File: config.mk
export PLATFORM = sky130hd
export DESIGN_NAME = sw_mode_ctrl
export DESIGN_NICKNAME = d
export VERILOG_FILES = /design/src/rtl/sw_mode_ctrl.sv
export SDC_FILE = /design/constraint.sdc
export NUM_CORES = 1
export LEC_CHECK = 0
export BUFFER_PORTS_ARGS = -buffer_cell sky130_fd_sc_hd__buf_2
export CAP_MARGIN = 20
export CORE_MARGIN = 2
export CORE_UTILIZATION = 54
export DETAILED_ROUTE_END_ITERATION = 10
export HOLD_SLACK_MARGIN = 0.06
export PLACE_DENSITY_LB_ADDON = 0.05
export SLEW_MARGIN = 20
export SYNTH_ARGS = -nofsm -noshare
export SYNTH_HDL_FRONTEND = slang
export SYNTH_SLANG_ARGS = --single-unit
File: constraint.sdc
create_clock -name clk -period 4.04 [get_ports clk]
set_input_delay 0.808 -clock clk [delete_from_list [all_inputs] [get_ports clk]]
set_output_delay 0.808 -clock clk [all_outputs]
set_load 0.01 [all_outputs]
File: src/rtl/sw_mode_ctrl.sv
// Stopwatch run/pause/adjust sequencer: input conditioning, mode FSM, tick dividers and blink.
// Optional macro SW_TICK_PHASE_RESET_EN restarts the 1 Hz phase on every entry to RUN.
module sw_mode_ctrl #(
    parameter int TICK_1HZ_DIV = 100000000,
    parameter int TICK_2HZ_DIV = 50000000,
    parameter int BLINK_DIV    = 25000000,
    parameter int DEB_CYCLES   = 1000000
) (
    input  logic       clk,
    input  logic       RESET,
    input  logic       PAUSE,
    input  logic       ADJ,
    input  logic       SEL,
    output logic       cnt_en,
    output logic       adj_inc,
    output logic       adj_sel,
    output logic       blink,
    output logic       paused,
    output logic [1:0] state
);

    localparam int W1 = $clog2(TICK_1HZ_DIV);
    localparam int W2 = $clog2(TICK_2HZ_DIV);
    localparam int WB = $clog2(BLINK_DIV);
    localparam int WD = $clog2(DEB_CYCLES);

    typedef enum logic [1:0] {
        RUN    = 2'b00,
        PAUSED = 2'b01,
        ADJUST = 2'b10
    } state_t;

    state_t state_q, state_d;
    logic paused_q, paused_d;
    logic pause_m_q, pause_m_d, pause_s_q, pause_s_d;
    logic adj_m_q, adj_m_d, adj_s_q, adj_s_d;
    logic sel_m_q, sel_m_d, sel_s_q, sel_s_d;
    logic deb_q, deb_d, press_q, press_d;
    logic [WD-1:0] deb_cnt_q, deb_cnt_d;
    logic [W1-1:0] cnt1_q, cnt1_d;
    logic [W2-1:0] cnt2_q, cnt2_d;
    logic [WB-1:0] blink_cnt_q, blink_cnt_d;
    logic cnt_en_q, cnt_en_d, adj_inc_q, adj_inc_d;
    logic blink_q, blink_d, adj_sel_q, adj_sel_d;
    logic run_stay, adj_stay, adj_entry;

    // Mode FSM; ADJ has priority over a coincident press, and presses in ADJUST are dropped.
    always_comb begin
        state_d  = state_q;
        paused_d = paused_q;
        case (state_q)
            RUN: begin
                if (adj_s_q) begin
                    state_d = ADJUST;
                end else if (press_q) begin
                    state_d  = PAUSED;
                    paused_d = 1'b1;
                end
            end
            PAUSED: begin
                if (adj_s_q) begin
                    state_d = ADJUST;
                end else if (press_q) begin
                    state_d  = RUN;
                    paused_d = 1'b0;
                end
            end
            ADJUST: begin
                if (!adj_s_q) state_d = paused_q ? PAUSED : RUN;
            end
            default: begin
                state_d  = RUN;
                paused_d = 1'b0;
            end
        endcase
    end

    always_comb begin
        pause_m_d = PAUSE;
        pause_s_d = pause_m_q;
        adj_m_d   = ADJ;
        adj_s_d   = adj_m_q;
        sel_m_d   = SEL;
        sel_s_d   = sel_m_q;

        deb_d     = deb_q;
        deb_cnt_d = '0;
        press_d   = 1'b0;
        if (pause_s_q != deb_q) begin
            if (deb_cnt_q == WD'(DEB_CYCLES - 1)) begin
                deb_d   = pause_s_q;
                press_d = pause_s_q;
            end else begin
                deb_cnt_d = deb_cnt_q + WD'(1);
            end
        end

        // Dividers only advance when the mode is stable across the edge, so a tick never
        // lands in the cycle the FSM leaves its mode.
        run_stay  = (state_q == RUN) && (state_d == RUN);
        adj_stay  = (state_q == ADJUST) && (state_d == ADJUST);
        adj_entry = (state_q != ADJUST) && (state_d == ADJUST);

        cnt1_d   = cnt1_q;
        cnt_en_d = 1'b0;
        if (run_stay) begin
            if (cnt1_q == W1'(TICK_1HZ_DIV - 1)) begin
                cnt1_d   = '0;
                cnt_en_d = 1'b1;
            end else begin
                cnt1_d = cnt1_q + W1'(1);
            end
        end
`ifdef SW_TICK_PHASE_RESET_EN
        if ((state_q != RUN) && (state_d == RUN)) cnt1_d = '0;
`endif

        cnt2_d    = cnt2_q;
        adj_inc_d = 1'b0;
        if (adj_entry) begin
            cnt2_d = '0;
        end else if (adj_stay) begin
            if (cnt2_q == W2'(TICK_2HZ_DIV - 1)) begin
                cnt2_d    = '0;
                adj_inc_d = 1'b1;
            end else begin
                cnt2_d = cnt2_q + W2'(1);
            end
        end

        blink_d     = 1'b0;
        blink_cnt_d = blink_cnt_q;
        if (adj_entry) begin
            blink_d     = 1'b1;
            blink_cnt_d = '0;
        end else if (adj_stay) begin
            blink_d = blink_q;
            if (blink_cnt_q == WB'(BLINK_DIV - 1)) begin
                blink_cnt_d = '0;
                blink_d     = ~blink_q;
            end else begin
                blink_cnt_d = blink_cnt_q + WB'(1);
            end
        end

        adj_sel_d = (state_d == ADJUST) ? sel_s_q : adj_sel_q;
    end

    always_ff @(posedge clk or posedge RESET) begin
        if (RESET) begin
            state_q     <= RUN;
            paused_q    <= 1'b0;
            pause_m_q   <= 1'b0;
            pause_s_q   <= 1'b0;
            adj_m_q     <= 1'b0;
            adj_s_q     <= 1'b0;
            sel_m_q     <= 1'b0;
            sel_s_q     <= 1'b0;
            deb_q       <= 1'b0;
            deb_cnt_q   <= '0;
            press_q     <= 1'b0;
            cnt1_q      <= '0;
            cnt_en_q    <= 1'b0;
            cnt2_q      <= '0;
            adj_inc_q   <= 1'b0;
            blink_cnt_q <= '0;
            blink_q     <= 1'b0;
            adj_sel_q   <= 1'b0;
        end else begin
            state_q     <= state_d;
            paused_q    <= paused_d;
            pause_m_q   <= pause_m_d;
            pause_s_q   <= pause_s_d;
            adj_m_q     <= adj_m_d;
            adj_s_q     <= adj_s_d;
            sel_m_q     <= sel_m_d;
            sel_s_q     <= sel_s_d;
            deb_q       <= deb_d;
            deb_cnt_q   <= deb_cnt_d;
            press_q     <= press_d;
            cnt1_q      <= cnt1_d;
            cnt_en_q    <= cnt_en_d;
            cnt2_q      <= cnt2_d;
            adj_inc_q   <= adj_inc_d;
            blink_cnt_q <= blink_cnt_d;
            blink_q     <= blink_d;
            adj_sel_q   <= adj_sel_d;
        end
    end

    assign cnt_en  = cnt_en_q;
    assign adj_inc = adj_inc_q;
    assign adj_sel = adj_sel_q;
    assign blink   = blink_q;
    assign paused  = paused_q;
    assign state   = state_q;

endmodule
# Yosys cells after proc, flatten, opt, wreduce, memory -nomap -nowiden
# Cells that the tools add are included.
[op_classes] bitwise=2 n_reduce_logical=8 n_mux=31 eq_ne=14 addsub=4
[ops] cell="26-bit two-way mux" n=3
[ops] cell="25-bit two-way mux" n=3
[ops] cell="20-bit two-way mux" n=2
[ops] cell="27-bit by 1-bit adder with 27-bit output (second input constant)" n=1
[ops] cell="27-bit equality test (second input constant)" n=1
[ops] cell="27-bit two-way mux" n=1
[ops] cell="26-bit by 1-bit adder with 26-bit output (second input constant)" n=1
[ops] cell="26-bit equality test (second input constant)" n=1
[ops] cell="25-bit by 1-bit adder with 25-bit output (second input constant)" n=1
[ops] cell="25-bit equality test (second input constant)" n=1
[ops] cell="20-bit by 1-bit adder with 20-bit output (second input constant)" n=1
[ops] cell="20-bit equality test (second input constant)" n=1
[ops] cell="1-bit two-way mux" n=15
[ops] cell="2-bit two-way mux" n=5
[ops] cell="2-bit inequality test (second input constant)" n=5
[ops] cell="2-bit case mux with 3 select lines" n=1
[ops] cell="5-bit AND reduction" n=1
[ops] cell="2-bit equality test (second input constant)" n=2
[ops] cell="2-bit logical NOT" n=2
[ops] cell="1-bit logical AND" n=3
[ops] cell="3-bit by 1-bit inequality test with 1-bit output (second input constant)" n=1
[ops] cell="1-bit case mux with 3 select lines" n=1
[ops] cell="2-bit by 1-bit equality test with 1-bit output (second input constant)" n=1
[ops] cell="1-bit NOT" n=2
[ops] cell="other kinds (3)" n=3
[totals] out_inout_bits=7 in_bits=5 register_bits=113 elab_cells=77

# Logic depth before layout (Yosys ltp)
# Gate-level depths: netlist of run 1.
[depth] word_depth=7 mapped_depth=8 depth_no_buf=6

# Worst setup path after synthesis of run 1
# No wires, ideal clock.
[synth_path] path_kind="register to register" from="register state_q[1] (netlist: state[1])" to="register cnt1_q[26]" arrival_ns=1.982 path_slack_ns=1.980 stages_incl_launch_ff=8 setup_ns=0.077 n_path_buf=2 required_ns=3.963 period_less_slack_ns=2.060 cell_sequence="dfrtp_1 -> buf_6 -> or4_4 -> buf_6 -> nor3_2 -> nand4_1 -> or3_1 -> a21oi_1"
[synth_between] elab_chain_len=5 word_cells_on_any_way=11 cone_classes="eq/ne: 2; mux: 6; reduce/logical: 3"
[synth_lines] element="start: declaration" line_no="33" source="state_t state_q, state_d;"
[synth_lines] element="start signal: assignment" line_no="170" source="state_q <= state_d;"
[synth_lines] element="2-bit two-way mux, on equally long branches" line_no="63, 55"
[synth_lines] element="2-bit two-way mux, on equally long branches" line_no="61, 53"
[synth_lines] element="2-bit case mux with 3 select lines" line_no="51" source="case (state_q)"
[synth_lines] element="2-bit logical NOT" line_no="100" source="run_stay = (state_q == RUN) && (state_d == RUN);"
[synth_lines] element="1-bit logical AND *" line_no="100"
[synth_lines] element="end signal: assignment" line_no="181" source="cnt1_q <= cnt1_d;"
[synth_lines] element="end: declaration" line_no="40" source="logic [W1-1:0] cnt1_q, cnt1_d;"
# Mark *: on every way between the ends. The rest lies on a longest branch, timed or not.
# A chain may end at the register's enable or synchronous reset.

# Worst setup path after layout of run 1
[layout_path] from="register blink_cnt_q[6]" to="register blink_cnt_q[23]"
[layout_between] elab_chain_len=4 word_cells_on_any_way=5 cone_classes="add/sub: 1; eq/ne: 1; mux: 3"
[layout_lines] element="start: declaration" line_no="42" source="logic [WB-1:0] blink_cnt_q, blink_cnt_d;"
[layout_lines] element="start signal: assignment" line_no="185" source="blink_cnt_q <= blink_cnt_d;"
[layout_lines] element="25-bit by 1-bit adder with 25-bit output or 25-bit equality test (tied branches)" line_no="142, 138"
[layout_lines] element="25-bit two-way mux *" line_no="138" source="if (blink_cnt_q == WB'(BLINK_DIV - 1)) begin"
[layout_lines] element="25-bit two-way mux *" line_no="136" source="end else if (adj_stay) begin"
[layout_lines] element="25-bit two-way mux *" line_no="133" source="if (adj_entry) begin"
# Mark *: on every way between the ends. The rest lies on a longest branch, timed or not. The select of a mux whose other input is x is not followed.

==> results by group, run 1 <==
Run status
  – Status: finished clean

Finish
  – Share of cells above drive strength 1: 10.2%
  – Most common cell after layout, fill and taps aside: dfrtp_1
  – Post-route cell area: 0.00640 mm²
  – Ant diodes: 0
  – Final Util: 62.3%
  – Area delta synth->final: 12.6%
  – Register area: 0.00283 mm²
  – Multi-input logic area: 0.00270 mm²
  – Layout fillers: 877
  – Fin nets: 617
  – Commonest non-fill, non-tap cells in the layout: dfrtp_1, nand2_1, nor2_1

Floorplanning
  – I/O pin total: 12
  – Die Span X: 107 µm
  – Num rows: 37
  – Die area: 0.0114 mm²
  – Total core area: 0.0103 mm²
  – Initial Util: 55.3%
  – Die height: 107 µm

Clock tree
  – CTS tree: done
  – CTS Sinks: 113
  – H-tree Lvls: 4
  – Number of buffers added for setup after CTS: 0
  – Number of hold buffers added after cts: 0
  – Worst skew pair latency: 0.52 ns
  – Clock transition at the registers of the reported paths: 0.05 ns
  – CTS max path bufs: 2
  – Resize count post-CTS: 0
  – Total CTS buffers: 17
  – CTS root buffer: clkbuf_8

Logic synthesis
  – Syn avg cell area: 9.59 µm²
  – Synth Net Count: 602
  – Top_reg_cell synth: dfrtp_1
  – Sequential share of the synthesized area: 49.7%
  – Synthesized area: 0.00569 mm²
  – Seq cells post-synth: 113
  – EDFF count, synth: 0
  – Ys Warns: 0
  – Post-synth cell types: 57
  – Syn Inst Count: 593
  – Fraction of registers with async set/reset: 100%

Detailed routing
  – Routed vias: 4470
  – Via density: 5.92
  – Wirelength, routed: 11600 µm
  – Initial drt markers: 286
  – Detailed Routing Iterations Pass 1: 6
  – Drc violations: 0
  – Antenna Violating Nets Remaining: 0
  – Drt wl/cell: 15.4 µm

Global routing
  – Vias in the first global route: 4359
  – Antenna violations before repair: 0
  – Largest net degree at the start of global routing: 63
  – Tot GR Track Use: 22.8%
  – First-pass GRT wire length: 20500 µm
  – Grt ovf: 0

Pwr
  – Switching power: 0.624 mW
  – Combinational cell fraction of total power: 5.2%
  – Lkg Pwr: 2.76 nW
  – Power Density: 421 mW/mm²
  – Switching Fraction: 23.1%
  – Internal Power: 2.08 mW
  – Design Power: 2.70 mW
  – Sequential Power Share: 45.2%
  – Clk pwr share: 49.7%
  – VDD IR-drop max: 328 µV

Setup path
  – Worst EP required: 4.40 ns
  – Max incr delay on CP: 0.55 ns
  – Crit start category: flop
  – Reg2reg start: blink_cnt_q[6]
  – Setup crit end kind: flop
  – Delay-heaviest family, CP: simple AND/OR/NAND/NOR gates
  – WP depth: 6
  – Critical path, cell by cell: or4_1, nor4_1, a31oi_2, buf_4, a41oi_1, a31oi_1
  – Worst R2R Path Depth: 6
  – Crit Path Class: reg -> reg
  – CP arrival: 2.97 ns
  – CP Max Fanout: 22
  – CP max-delay cell: or4_1
  – Worst R2R End: blink_cnt_q[23]
  – WP buf/inv: 1
  – Reg2Reg Setup Slack: 1.43 ns

Timing
  – Max-slew violation count: 0
  – Minimum clock period: 2.61 ns
  – Final setup violation count: 0
  – Worst-margin pin slew: 0.901 ns
  – RSZ-0062 raised after global routing: false
  – Fmax: 0.384 GHz
  – Hold slack: 0.355 ns
  – Final hold violations: 0
  – Skew final: 0.00645 ns
  – Max-slew headroom: 39.4%
  – Final period util: 64.5%
  – Setup TNS: 0 ns

Placed design
  – Routability cong.: 0.840
  – Post-DP HPWL: 7490 µm
  – IO buf count: 11
  – Placed Area: 0.00588 mm²

Hold path
  – Hold Crit Endpoint: pause_s_q
  – Type of the worst min-delay path: reg -> reg
  – Worst Hold Launch: pause_m_q
  – Hold depth: 0

Job
  – Max-cap viol count: 0
worst max-delay path by stage:
| stage | from | to | slack, ns |
|---|---|---|---|
| after global placement | blink_cnt_q[6] | blink_cnt_q[23] | 1.61 |
| after global routing | blink_cnt_q[6] | blink_cnt_q[23] | 1.30 |
| final | blink_cnt_q[6] | blink_cnt_q[23] | 1.43 |
| after detailed placement | blink_cnt_q[6] | blink_cnt_q[23] | 1.52 |
| after CTS | blink_cnt_q[6] | blink_cnt_q[23] | 1.47 |
| after floorplan | RESET | adj_inc | 0.24 |
layer usage:
layer,vias up,GRT usage [%],share of wire (%)
met3,11,6.69,3.8
li1,2203,-,-
met4,0,7.88,1.1
met5,-,0,0
met2,97,35.9,47
met1,2159,30.3,48
logic make-up (layout without fill, tap and decap cells):
| logic type | count (synthesis) | in the layout | synth area share (%) |
|---|---|---|---|
| simple gates | 270 | 270 | 25.1 |
| mux | 7 | 7 | 1.30 |
| flops | 113 | 113 | 49.7 |
| fa+ha+maj | 4 | 4 | 0.880 |
| buf+inv | 39 | 65 | 3.06 |
| compound gates | 116 | 116 | 13.1 |
| xor+xnor | 44 | 44 | 6.78 |
synth_stat cells, drive strengths merged, types with 6 or more instances:
library cell | n | share of area [%]
or4 | 7 | 0.99
clkbuf | 14 | 0.92
xor2 | 26 | 4.0
nand2 | 56 | 3.7
nor2 | 55 | 3.7
o21ai | 24 | 2.1
nor4 | 15 | 2.2
inv | 15 | 0.99
xnor2 | 18 | 2.8
a21oi | 23 | 2.0
dfrtp | 113 | 50
nand3 | 43 | 3.9
nand4 | 24 | 2.6
a22o | 6 | 0.92
a41oi | 10 | 1.5
nand2b | 10 | 1.1
nor3 | 19 | 1.8
and3 | 17 | 1.9
buf | 10 | 1.1
a31oi | 31 | 3.4
layout make-up:
class                   count  share of cell area [%]
flip-flops and latches    113                    44.2
multi-input cells         441                    42.1
clock buffers              24                    7.35
well taps                 136                    2.66
repair buffers             20                    1.91
inverters                  15                   0.918
clock inverters             6                   0.899
power groups by stage:
stage	logic, mW	clock network, mW	registers (mW)
final	0.140	1.34	1.22
after floorplan	0.110	0	1.23
after global placement	0.139	0	1.23
after detailed placement	0.142	0	1.24
after CTS	0.143	1.37	1.22
after global routing	0.162	1.43	1.23
sequential cells by signal, summed over array words and instances, names as in the netlist, 2 cells and up:
| signal | cells |
|---|---|
| blink_cnt_q | 25 |
| cnt1_q | 27 |
| cnt2_q | 26 |
| deb_cnt_q | 20 |
| state | 2 |
stage by stage:
stage               worst slack [ns]  std cells
global route                    1.30        755
global placement                1.61        725
floorplan                      0.245        593
detailed placement              1.52        725
CTS                             1.47        755
finish                          1.43        755
Note: power is estimated with default switching activity, not from simulation.
==> run 2: changes to the inputs <==
- ABC_AREA: not set -> 1
- clock period: 4.04 -> 2.25 ns (I/O delays scaled with it)
==> run 2 against run 1 <==
Synthesized cell count rose by 50%. Register-to-register slack got worse by 1.0 ns. Critical path type unchanged. Clock skew barely moved. Cell count rose by 42%.
==> results by group, run 2 <==
Run status
  – Status: finished clean

Finish
  – Layout fillers: 1074
  – Share of cells above drive strength 1: 10.0%
  – Most common cell after layout, fill and taps aside: nand2_1
  – Non-Filler Instances: 1073
  – Biggest regs: cnt1_q (27), cnt2_q (26), blink_cnt_q (25)
  – Commonest non-fill, non-tap cells in the layout: nand2_1, nor2_1, dfrtp_1
  – Largest register FFs: 27
  – Largest Register: cnt1_q
  – Area delta synth->final: 12.3%
  – Final Util: 61.9%
  – Ant diodes: 0
  – Fin nets: 922

Logic synthesis
  – Most area-consuming cells after synthesis: dfrtp_1, nand2_1, nor2_1, inv_1, xor2_1
  – Top_reg_cell synth: dfrtp_1
  – Top cells by count, synth: nand2_1, nor2_1, dfrtp_1
  – Post-synth cell types: 43
  – Fraction of registers with async set/reset: 100%
  – EDFF count, synth: 0
  – Synth Net Count: 900
  – Syn Inst Count: 891
  – Yosys top cell area share: 42.9%
  – Ys Warns: 0
  – Dominant cell type by area after synthesis: dfrtp_1
  – Count leader, synth: nand2_1
  – Seq cells post-synth: 113
  – Syn avg cell area: 7.39 µm²
  – Sequential share of the synthesized area: 42.9%
  – Synthesized area: 0.00659 mm²

Floorplanning
  – Initial Util: 55.1%
  – Die area: 0.0131 mm²
  – Num rows: 40
  – Die Span X: 114 µm
  – I/O pin total: 12
  – Total core area: 0.0120 mm²
  – Die height: 114 µm

Global routing
  – Grt ovf: 0
  – Tot GR Track Use: 24.7%
  – Largest net degree at the start of global routing: 39
  – Antenna violations before repair: 0
  – First-pass GRT wire length: 25900 µm
  – Vias in the first global route: 5657

Pwr
  – Power Density: 690 mW/mm²
  – VDD IR-drop max: 595 µV
  – Lkg Pwr: 3.22 nW
  – Design Power: 5.10 mW

Detailed routing
  – Routed vias: 5769
  – Drc violations: 0
  – WL met2: 7080 µm
  – M1 WL: 6870 µm
  – Wire length on met3: 617 µm
  – Initial drt markers: 336
  – Antenna Violating Nets Remaining: 0
  – Detailed Routing Iterations Pass 1: 5
  – Max layer used: met4
  – Wirelength, routed: 14800 µm
  – Drt wl/cell: 13.8 µm
  – Via density: 5.38

Timing
  – Final hold violations: 0
  – Max-slew violation count: 0
  – Fmax: 0.538 GHz
  – Final period util: 82.5%
  – Hold slack: 0.0963 ns
  – Setup TNS: 0 ns
  – RSZ-0062 raised after global routing: false
  – Worst-margin pin slew: 0.756 ns
  – Max-slew headroom: 49.5%
  – Skew final: 0.00661 ns
  – Minimum clock period: 1.86 ns
  – Final setup violation count: 0

Setup path
  – CP max-delay cell: dfrtp_1
  – Crit start category: flop
  – WP buf/inv: 2
  – Max incr delay on CP: 0.45 ns
  – Delay-heaviest family, CP: simple AND/OR/NAND/NOR gates
  – Start point of the critical path: blink_cnt_q[0]
  – Most used cell, CP: nand2_1
  – CP Max Fanout: 12
  – Worst EP required: 2.53 ns
  – Critical path, cell by cell: ha_1, nand2_1, nor2_2, nand2_1, inv_1, nand2_1, nor2_2, nor2_4, inv_2, o21ai_0
  – Reg2reg start: blink_cnt_q[0]
  – Setup crit end kind: flop
  – CP arrival: 2.14 ns
  – Crit Path Class: reg -> reg

Clock tree
  – Clock transition at the registers of the reported paths: 0.05 ns
  – Resize count post-CTS: 0
  – CTS root buffer: clkbuf_16
  – CTS max path bufs: 2
  – Total CTS buffers: 17
  – CTS Sinks: 113
  – Number of buffers added for setup after CTS: 0
  – H-tree Lvls: 4
  – CTS tree: done
  – Worst skew pair latency: 0.41 ns
  – Number of hold buffers added after cts: 0

Placed design
  – Routability cong.: 0.882
  – Post-Place Cells: 1041
  – IO buf count: 11
  – Post-DP HPWL: 10400 µm

Hold path
  – Type of the worst min-delay path: in -> async

Job
  – Max-cap viol count: 0
run 2: changes by cell type after synthesis, sizes merged, moves of 12 or more:
| cell | before | now |
|---|---|---|
| nand3 | 43 | 67 |
| a31oi | 31 | 5 |
| nand2 | 56 | 232 |
| and3 | 17 | 1 |
| inv | 15 | 113 |
| xor2 | 26 | 38 |
| xnor2 | 18 | 5 |
| o21ai | 24 | 50 |
| nor2 | 55 | 151 |
| nor4 | 15 | 1 |
run 2: cell families after synthesis:
group,count (synthesis),synth area share (%)
buffers and inverters,127,7.77
XOR/XNOR,43,5.72
AND/OR/NAND/NOR,522,35.3
adder cells (fa/ha/maj),4,0.760
AO/OA/AOI/OAI,82,7.56
flip-flops,113,42.9
run 2: worst paths after layout:
check | endpoint | slack (ns) | depth (start not counted)
hold / removal | deb_cnt_q[10] | 0.1 | 2
min in group clk | sel_m_q | 0.14 | 1
setup / recovery | blink_cnt_q[14] | 0.39 | 10
hold reg to reg | sel_s_q | 0.35 | 0
max in group asynchronous | cnt1_q[11] | 1.52 | 3
setup reg to reg | blink_cnt_q[14] | 0.39 | 10
run 2: layout make-up:
class	count	area (µm²)	area share (%)
multi-input cells	651	3250	43.9
flip-flops and latches	113	2830	38.2
clock buffers	23	478	6.46
inverters	114	437	5.90
well taps	147	184	2.49
repair buffers	16	118	1.59
clock inverters	9	106	1.44
run 2: metrics by stage:
stage | cell area [µm²] | setup slack (ns)
floorplan | 6590 | 0.429
global placement | 6820 | 0.473
detailed placement | 6820 | 0.381
CTS | 7400 | 0.370
global route | 7400 | 0.159
finish | 7400 | 0.393
run 2: power by group:
part	total [mW]	switching [mW]	internal (mW)
logic	0.287	0.197	0.0896
clock network	2.64	0.933	1.71
registers	2.17	0.0718	2.10
total	5.10	1.20	3.90
run 2: per-layer routing:
metal,global-route usage [%],vias to the layer above
li1,-,2909
met1,32.4,2692
met2,39.8,146
met3,6.30,22
met4,8.78,0
met5,0,-
==> run 3: changes to the inputs <==
- clock period: 2.25 -> 1.7 ns (I/O delays scaled with it)
==> run 3 against run 2 <==
Critical path depth rose by 1. Sequential power rose by 32%. Clock skew is essentially flat. Count of clock-buffer cells in the layout down 4. Worst setup slack got worse by 0.31 ns. Utilization increased by 3.5 points. First-iteration DRC count is 32% higher. Highest routed layer unchanged.
==> results by group, run 3 (same netlist as run 2, synthesis figures left out) <==
Timing
  – Minimum clock period: 1.62 ns
  – Final hold violations: 0
  – RSZ-0062 raised after global routing: true
  – Fmax: 0.619 GHz
  – Max-slew violation count: 0
  – Final worst slack: 0.0844 ns
  – Final period util: 95.0%
  – Worst-margin pin slew: 0.551 ns
  – Max-slew headroom: 63.2%
  – Final setup violation count: 0
  – Skew final: 0.00665 ns

Global routing
  – Most crowded layer after global routing: met2
  – Tot GR Track Use: 24.4%
  – M2 GR Usage: 40.9%
  – Largest net degree at the start of global routing: 73
  – GR Util met1: 31.8%
  – Antenna violations before repair: 0
  – Vias in the first global route: 5593
  – Grt ovf: 0
  – First-pass GRT wire length: 25700 µm
  – Grt met3 use: 5.77%

Pwr
  – Sequential Power Share: 42.4%
  – Lkg Pwr: 3.43 nW
  – Switching Fraction: 25.6%
  – Power Density: 867 mW/mm²
  – Internal Power: 5.04 mW
  – Clk pwr share: 50.4%
  – Switching power: 1.73 mW
  – Combinational cell fraction of total power: 7.2%
  – VDD IR-drop max: 1260 µV

Floorplanning
  – Initial Util: 55.1%
  – Die Span X: 114 µm
  – Num rows: 40
  – Die area: 0.0131 mm²
  – I/O pin total: 12
  – Die height: 114 µm
  – Total core area: 0.0120 mm²

Detailed routing
  – Antenna Violating Nets Remaining: 0
  – Routed vias: 5852
  – Detailed Routing Iterations Pass 1: 4
  – Wirelength, routed: 15100 µm
  – Drt wl/cell: 13.6 µm
  – Drc violations: 0
  – Via density: 5.27
  – Initial drt markers: 443

Clock tree
  – CTS tree: done
  – Worst skew pair latency: 0.42 ns
  – CTS root buffer: clkbuf_16
  – CTS max path bufs: 2
  – Total CTS buffers: 17
  – Clock transition at the registers of the reported paths: 0.06 ns
  – CTS Sinks: 113
  – H-tree Lvls: 4

Setup path
  – Worst EP required: 2.04 ns
  – Crit start category: flop
  – CP Max Fanout: 6
  – Crit Path Class: reg -> reg
  – Setup crit end kind: flop
  – CP arrival: 1.96 ns

Finish
  – Largest Register: cnt1_q
  – Largest register FFs: 27
  – Share of cells above drive strength 1: 15.2%
  – Commonest non-fill, non-tap cells in the layout: nand2_1, nor2_1, dfrtp_1
  – Area delta synth->final: 18.7%
  – Biggest regs: cnt1_q (27), cnt2_q (26), blink_cnt_q (25)
  – Non-Filler Instances: 1110
  – Fin nets: 959
  – Final Util: 65.4%
  – Post-route cell area: 0.00782 mm²
  – Ant diodes: 0
  – Most common cell after layout, fill and taps aside: nand2_1

Placed design
  – Post-Place Cells: 1067
  – IO buf count: 11
  – Place WS: -0.0141 ns
  – Routability cong.: 0.877
  – Placed Area: 0.00701 mm²
  – Post-DP HPWL: 10500 µm

Run status
  – Status: finished clean

Job
  – Max-cap viol count: 0

Hold path
  – Type of the worst min-delay path: reg -> reg
run 3: through the flow:
stage               power, mW  setup TNS [ns]  hold WS (ns)
global placement         3.32               0         0.334
detailed placement       3.34         -0.0141         0.341
finish                   6.78               0         0.349
CTS                      6.77               0         0.354
floorplan                3.19           -1.29         0.331
global route             7.05          -0.287         0.359
run 3: area by class of cell:
class | count | area [µm²]
tap | 147 | 184
clock inverter | 13 | 130
clock buffer | 19 | 443
timing repair buffer | 53 | 443
fill | 1015 | 4140
inverter | 114 | 439
multi-input combinational | 651 | 3350
sequential | 113 | 2830
run 3: power groups by stage:
| stage | clock [mW] | sequential (mW) | combinational, mW |
|---|---|---|---|
| floorplan | 0 | 2.90 | 0.287 |
| global placement | 0 | 2.90 | 0.415 |
| detailed placement | 0 | 2.91 | 0.429 |
| CTS | 3.47 | 2.86 | 0.436 |
| global route | 3.60 | 2.89 | 0.558 |
| finish | 3.41 | 2.87 | 0.491 |
run 3: path summary, 6_finish.rpt:
path | from | cells after the start | end | slack [ns]
min in group asynchronous | RESET | 4 | deb_cnt_q[15] | 0.58
min reg2reg | adj_m_q | 0 | adj_s_q | 0.35
max reg2reg | blink_cnt_q[1] | 11 | blink_cnt_q[22] | 0.08
max | blink_cnt_q[1] | 11 | blink_cnt_q[22] | 0.08
max in group asynchronous | RESET | 4 | cnt2_q[1] | 0.64
min | adj_m_q | 0 | adj_s_q | 0.35
run 3: worst max-delay path: stages (launching register included):
cell	delay, ns
dfrtp_1	0.38
ha_2	0.22
nand2_4	0.09
nor2_4	0.05
nand2_2	0.08
inv_1	0.04
nand2_1	0.06
nor2_2	0.05
nor2_4	0.19
clkbuf_16	0.19
nand2_1	0.05
a21oi_1	0.13
run 3: layer usage:
layer  up-vias  share of wire [%]
met3        14                3.4
met1      2758                 46
met4         0                1.2
met2        87                 49
met5         -                  0
li1       2993                  -
run 3: what timing repair did:
item,4_1_cts,5_1_grt
pin swaps,0,10
endpoints found under the hold margin,75,0
resized for setup,2,31
buffers inserted,0,6
gates cloned,0,1
hold buffers,4,0
endpoints found under the setup margin,2,56
